===== src/rtl/oled_spi_sink.sv =====
// oled_spi_sink: SPI sink that decodes the SSD1306-style command/data stream
// sent to the OLED. Data bytes become single-cycle framebuffer writes. Command
// bytes update the addressing window, the addressing mode and the display
// control outputs.
`timescale 1ns/1ps

module oled_spi_sink #(
    parameter logic [7:0] CONTRAST_RST = 8'h7F,
    parameter             PLATFORM     = "XILINX"
) (
    input  logic       clk,
    input  logic       rst,
    input  logic       sck,
    input  logic       mosi,
    input  logic       cs_n,
    input  logic       dc,
    output logic       fb_we,
    output logic [9:0] fb_addr,
    output logic [7:0] fb_data,
    output logic       display_on,
    output logic       invert,
    output logic [7:0] contrast,
    output logic       frame_done
);

    typedef enum logic [1:0] {
        ST_CMD  = 2'd0,
        ST_ARG1 = 2'd1,
        ST_ARG2 = 2'd2
    } parse_state_t;

    typedef enum logic [1:0] {
        MODE_HORZ = 2'd0,
        MODE_VERT = 2'd1,
        MODE_PAGE = 2'd2
    } addr_mode_t;

    // The platform string has no functional effect on this block.
    if (PLATFORM == "XILINX") begin : g_platform_xilinx
    end

    logic         sck_q;
    logic [6:0]   shift;
    logic [2:0]   bit_cnt;
    logic         sck_rise;
    logic         byte_done;
    logic [7:0]   new_byte;

    parse_state_t state;
    addr_mode_t   mode;
    logic [7:0]   opcode;
    logic [6:0]   col;
    logic [2:0]   page;
    logic [6:0]   col_start;
    logic [6:0]   col_end;
    logic [2:0]   page_start;
    logic [2:0]   page_end;
    logic         byte_valid;

    logic [6:0]   col_nx;
    logic [2:0]   page_nx;
    logic         wrap_all;

    assign sck_rise  = sck & ~sck_q & ~cs_n;
    assign byte_done = sck_rise && (bit_cnt == 3'd7);
    assign new_byte  = {shift, mosi};

    // SPI front end: sample MOSI on each selected SCK rising edge, drop partial bytes on deselect
    always_ff @(posedge clk or posedge rst) begin
        if (rst) begin
            sck_q   <= 1'b0;
            shift   <= 7'd0;
            bit_cnt <= 3'd0;
        end else begin
            sck_q <= sck;
            if (cs_n) begin
                bit_cnt <= 3'd0;
            end else if (sck_rise) begin
                shift   <= {shift[5:0], mosi};
                bit_cnt <= bit_cnt + 3'd1;
            end
        end
    end

    // Next write pointer for the current mode, and whether this write closes the window
    always_comb begin
        col_nx   = col;
        page_nx  = page;
        wrap_all = 1'b0;
        case (mode)
            MODE_HORZ: begin
                wrap_all = (col == col_end) && (page == page_end);
                if (col == col_end) begin
                    col_nx  = col_start;
                    page_nx = (page == page_end) ? page_start : page + 3'd1;
                end else begin
                    col_nx = col + 7'd1;
                end
            end
            MODE_VERT: begin
                wrap_all = (col == col_end) && (page == page_end);
                if (page == page_end) begin
                    page_nx = page_start;
                    col_nx  = (col == col_end) ? col_start : col + 7'd1;
                end else begin
                    page_nx = page + 3'd1;
                end
            end
            default: begin
                col_nx = col + 7'd1;
            end
        endcase
    end

    // Command parser, framebuffer write port and pointer advance (one cycle after the write)
    always_ff @(posedge clk or posedge rst) begin
        if (rst) begin
            state      <= ST_CMD;
            mode       <= MODE_PAGE;
            opcode     <= 8'h00;
            col        <= 7'd0;
            page       <= 3'd0;
            col_start  <= 7'd0;
            col_end    <= 7'd127;
            page_start <= 3'd0;
            page_end   <= 3'd7;
            byte_valid <= 1'b0;
            fb_we      <= 1'b0;
            fb_addr    <= 10'd0;
            fb_data    <= 8'd0;
            frame_done <= 1'b0;
            display_on <= 1'b0;
            invert     <= 1'b0;
            contrast   <= CONTRAST_RST;
        end else begin
            fb_we      <= 1'b0;
            frame_done <= 1'b0;
            byte_valid <= byte_done & dc;

            if (byte_valid) begin
                col  <= col_nx;
                page <= page_nx;
            end

            if (byte_done && dc) begin
                fb_we      <= 1'b1;
                fb_addr    <= {page, col};
                fb_data    <= new_byte;
                frame_done <= wrap_all;
            end else if (byte_done) begin
                case (state)
                    ST_CMD: begin
                        if (new_byte[7:4] == 4'h0) begin
                            col[3:0] <= new_byte[3:0];
                        end else if (new_byte[7:3] == 5'b00010) begin
                            col[6:4] <= new_byte[2:0];
                        end else if (new_byte[7:3] == 5'b10110) begin
                            page <= new_byte[2:0];
                        end else begin
                            case (new_byte)
                                8'h20, 8'h21, 8'h22, 8'h81,
                                8'h8D, 8'hA8, 8'hD3, 8'hD5,
                                8'hD9, 8'hDA, 8'hDB: begin
                                    opcode <= new_byte;
                                    state  <= ST_ARG1;
                                end
                                8'hAE: display_on <= 1'b0;
                                8'hAF: display_on <= 1'b1;
                                8'hA6: invert     <= 1'b0;
                                8'hA7: invert     <= 1'b1;
                                default: ;
                            endcase
                        end
                    end
                    ST_ARG1: begin
                        state <= ST_CMD;
                        case (opcode)
                            8'h20: begin
                                case (new_byte[1:0])
                                    2'd0:    mode <= MODE_HORZ;
                                    2'd1:    mode <= MODE_VERT;
                                    default: mode <= MODE_PAGE;
                                endcase
                            end
                            8'h81: contrast <= new_byte;
                            8'h21: begin
                                col_start <= new_byte[6:0];
                                col       <= new_byte[6:0];
                                state     <= ST_ARG2;
                            end
                            8'h22: begin
                                page_start <= new_byte[2:0];
                                page       <= new_byte[2:0];
                                state      <= ST_ARG2;
                            end
                            default: ;
                        endcase
                    end
                    default: begin
                        state <= ST_CMD;
                        if (opcode == 8'h21) begin
                            col_end <= new_byte[6:0];
                        end else if (opcode == 8'h22) begin
                            page_end <= new_byte[2:0];
                        end
                    end
                endcase
            end
        end
    end

endmodule


===== config.mk =====
export PLATFORM = sky130hd
export DESIGN_NAME = oled_spi_sink
export DESIGN_NICKNAME = d
export VERILOG_FILES = /design/src/rtl/oled_spi_sink.sv
export SDC_FILE = /design/constraint.sdc
export NUM_CORES = 1
export LEC_CHECK = 0
export CORE_UTILIZATION = 30
export CTS_BUF_LIST = sky130_fd_sc_hd__clkbuf_4 sky130_fd_sc_hd__clkbuf_8 sky130_fd_sc_hd__clkbuf_16
export DETAILED_ROUTE_END_ITERATION = 16
export GPL_TIMING_DRIVEN = 1
export SYNTH_ARGS = -nofsm -noshare
export SYNTH_HDL_FRONTEND = slang
export SYNTH_SLANG_ARGS = --single-unit

===== constraint.sdc =====
create_clock -name clk -period 2.11 [get_ports clk]
set_input_delay 0.211 -clock clk [delete_from_list [all_inputs] [get_ports clk]]
set_output_delay 0.211 -clock clk [all_outputs]
set_load 0.01 [all_outputs]

==> impl_metrics.py <==
metrics = {
    "floorplanning": {
        "die_width_um": 119,
        "chipHeight_um": 119,
        "initial_core_util_pct": 30.9,
        "ioPinCount": 36,
        "die-area_um2": 14200,
        "core_um2": 13300,
        "rows": 42,
    },
    "critical_path": {
        "slowest_stage": "or3_4",
        "rrSetupSlack_ns": -0.03,
        "path_class": "register to register",
        "crit_family": "simple AND/OR/NAND/NOR gates",
        "r2r_cells": 8,
        "worst-path-buf-inv": 0,
        "r2r_end": "display_on$_DFFE_PP0P_",
        "required_ns": 2.33,
        "start_kind": "register",
        "endpoint_kind": "register",
        "r2r-start": "bit_cnt[1]$_DFFE_PP0P_",
        "cp_slowest_stage_delay_ns": 0.37,
        "crit_arrival_ns": 2.36,
        "cp_max_fo": 3,
        "path_cells": "ha_2, ha_4, nand2b_4, or3_4, nor3_4, nand2_2, or3_4, mux2_4",
        "cpMostUsedCell": "or3_4",
    },
    "sta": {
        "post-route-period-util_pct": 101,
        "hold_violations": 0,
        "worstMarginPinSlew_ns": 0.552,
        "grt_setup_unrepaired": "true",
        "min_period_ns": 2.14,
        "setup_viol": 1,
        "skew_ns": 0.00843,
        "slew_viol_final": 0,
        "postLayoutSetupSlackWorst_ns": -0.0267,
        "slew_headroom_pct": 62.7,
        "fin_tns_setup_ns": -0.0267,
        "max_freq_mhz": 468,
    },
    "logic_synthesis": {
        "ys.flop_type": "dfrtp_1",
        "synth-seq-area-share_pct": 51.0,
        "synthTopCellsByCount": "dfrtp_1, mux2_2, nand2_1",
        "synth_edf_count": 0,
        "yosys.cell_types.count": 50,
        "yosys_warnings": 0,
        "synth_top_area_cell": "dfrtp_1",
        "yosysMostFrequentCell": "dfrtp_1",
        "syn-instance-count": 365,
        "synth_area_leaders": "dfrtp_1, mux2_2, dfstp_2",
        "synthArstFlopShare_pct": 100,
        "synth_nets": 375,
        "netlist_area_um2": 4110,
        "synth_top_cell_area_share_pct": 39.5,
        "postSynthAreaPerCell_um2": 11.3,
        "synth-seq-cells": 83,
    },
    "final_layout": {
        "nets": 456,
        "regArea_um2": 2100,
        "syn_to_final_growth_pct": 32.8,
        "diodes": 0,
        "drive_above_1_share_pct": 39.7,
        "fill_cells": 1258,
        "multi_input_area_um2": 1990,
    },
    "status": {
        "status": "complete, but fails checks",
        "failed_checks": "setup timing",
    },
    "clocking": {
        "clock_latency_ns": 0.33,
        "cts_root_buffer": "clkbuf_16",
        "cts_hold_buf": 0,
        "cts_tree": "done",
        "cts_buffers": 9,
        "cts.path.max_buffers": 2,
        "clock_sinks": 83,
        "clkTransAtPathRegs_ns": 0.06,
        "htreeDepth": 3,
    },
    "drt": {
        "wirelength_um": 9880,
        "drc": 0,
        "first_pass_iters": 5,
        "detail-route-antenna-nets": 0,
        "detail_route.wl_per_cell_um": 15.7,
        "vias": 3156,
        "vias_per_cell": 5.03,
        "drt_iter0_markers": 125,
    },
    "placed_design": {
        "port_buffers": 35,
        "dp.final_hpwl_um": 6980,
        "pre_cts_ws_ns": -0.173,
        "place_congestion": 0.815,
    },
    "global_route": {
        "grt_overflow_total": 0,
        "grt_pass1_wl_um": 16600,
        "grt_pass1_vias": 3260,
        "grt_max_degree": 37,
        "antenna_found_initial": 0,
        "grt_use_total_pct": 15.1,
    },
    "pwr": {
        "power_density_nw_per_um2": 686,
        "vdd_drop_max_mv": 0.360,
        "p_leak_nw": 2.44,
    },
    "hold_path": {
        "hp-class": "input port to asynchronous set/reset pin",
    },
    "flow_run": {
        "cap_viol_max_count": 0,
    },
}
[how the worst max path moves through the flow]
stage | start | end | slack [ns] | cells past startpoint
5_1_grt | bit_cnt[1]$_DFFE_PP0P_ | display_on$_DFFE_PP0P_ | -0.09 | 8
6_report | bit_cnt[1]$_DFFE_PP0P_ | display_on$_DFFE_PP0P_ | -0.03 | 8
3_3_place_gp | sck | invert$_DFFE_PP0P_ | -0.17 | 7
4_1_cts | bit_cnt[0]$_DFFE_PP0P_ | display_on$_DFFE_PP0P_ | -0.04 | 8
2_1_floorplan | bit_cnt[0]$_DFFE_PP0P_ | display_on$_DFFE_PP0P_ | -0.05 | 9
3_5_place_dp | sck | contrast[7]$_DFFE_PP0P_ | -0.17 | 8
[worst min-delay path, cell delays in order]
cell and delay [ns]:
clkdlybuf4s50_1 0.44, clkinvlp_4 0.12, buf_12 0.21
[layer usage]
layer	up-vias	global-route usage, %	routed length, µm
met2	76	24.7	4790
li1	1464	-	-
met5	-	0	0
met3	19	3.50	392
met4	0	7.59	312
met1	1597	18.5	4380
[registers in the layout, summed over array words and instances, names as in the netlist, 3 cells and up]
signal / cells
page: 3
page_start: 3
shift: 7
bit_cnt: 3
col: 7
opcode: 8
col_start: 7
fb_data: 8
page_end: 3
fb_addr: 10
contrast: 8
col_end: 7
[cell families (layout without fill, tap and decap cells)]
kind of cell,Yosys count,in the layout,share of synthesized area (%)
and+or+nand+nor,106,106,13.3
DFF,83,83,51.0
muxes,69,69,18.7
AOI/OAI and AO/OA,55,55,9.22
buffers and inverters,34,120,3.56
xor gates and xnor gates,14,14,2.98
adders and majority gates,4,4,1.22
[layout by cell type, fill, tap and decap left out, types with 4 or more instances in the layout]
cell and n:
a21oi_1 8, and2_1 4, and3_1 7, buf_4 57
clkbuf_16 9, clkdlybuf4s50_1 35, dfrtp_1 65, dfstp_2 18
inv_1 7, mux2_2 59, mux2i_1 9, nand2_1 26
nand2b_1 4, nand3_1 10, nor2_1 21, nor4b_1 4
o21ai_0 11, xnor2_1 8, xor2_1 4
[cell type report]
type | count | share of cell area (%)
clock buffers | 11 | 4.51
clock inverters | 5 | 0.550
inverters | 8 | 0.618
multi-input cells | 248 | 36.5
flip-flops and latches | 83 | 38.4
well taps | 176 | 4.03
repair buffers | 96 | 15.4
[stage by stage]
stage                     hold WS [ns]  util, %  std cells  area [µm²]  total power, mW
final                            0.287     41.1        627        5460             3.75
after detailed placement         0.493     37.6        603        4990             2.32
after CTS                        0.288     40.3        623        5350             3.79
after floorplan                  0.242        -        365        4120             2.04
after global placement           0.490     37.6        603        4990             2.31
after global routing             0.309     41.1        627        5460             3.94
[repair_timing]
action	CTS	global route
gates cloned	0	0
endpoints found under the hold margin	0	0
pin swaps	1	3
setup endpoints to repair	18	31
buffers inserted	4	4
gates resized for setup	10	19
[report_power, final]
group | internal, mW | switching [mW] | leakage (nW)
logic | 0.249 | 0.365 | 1.26
clock network | 0.835 | 0.599 | 0.135
registers | 1.65 | 0.0510 | 1.04
Note: power is estimated with default switching activity, not from simulation.
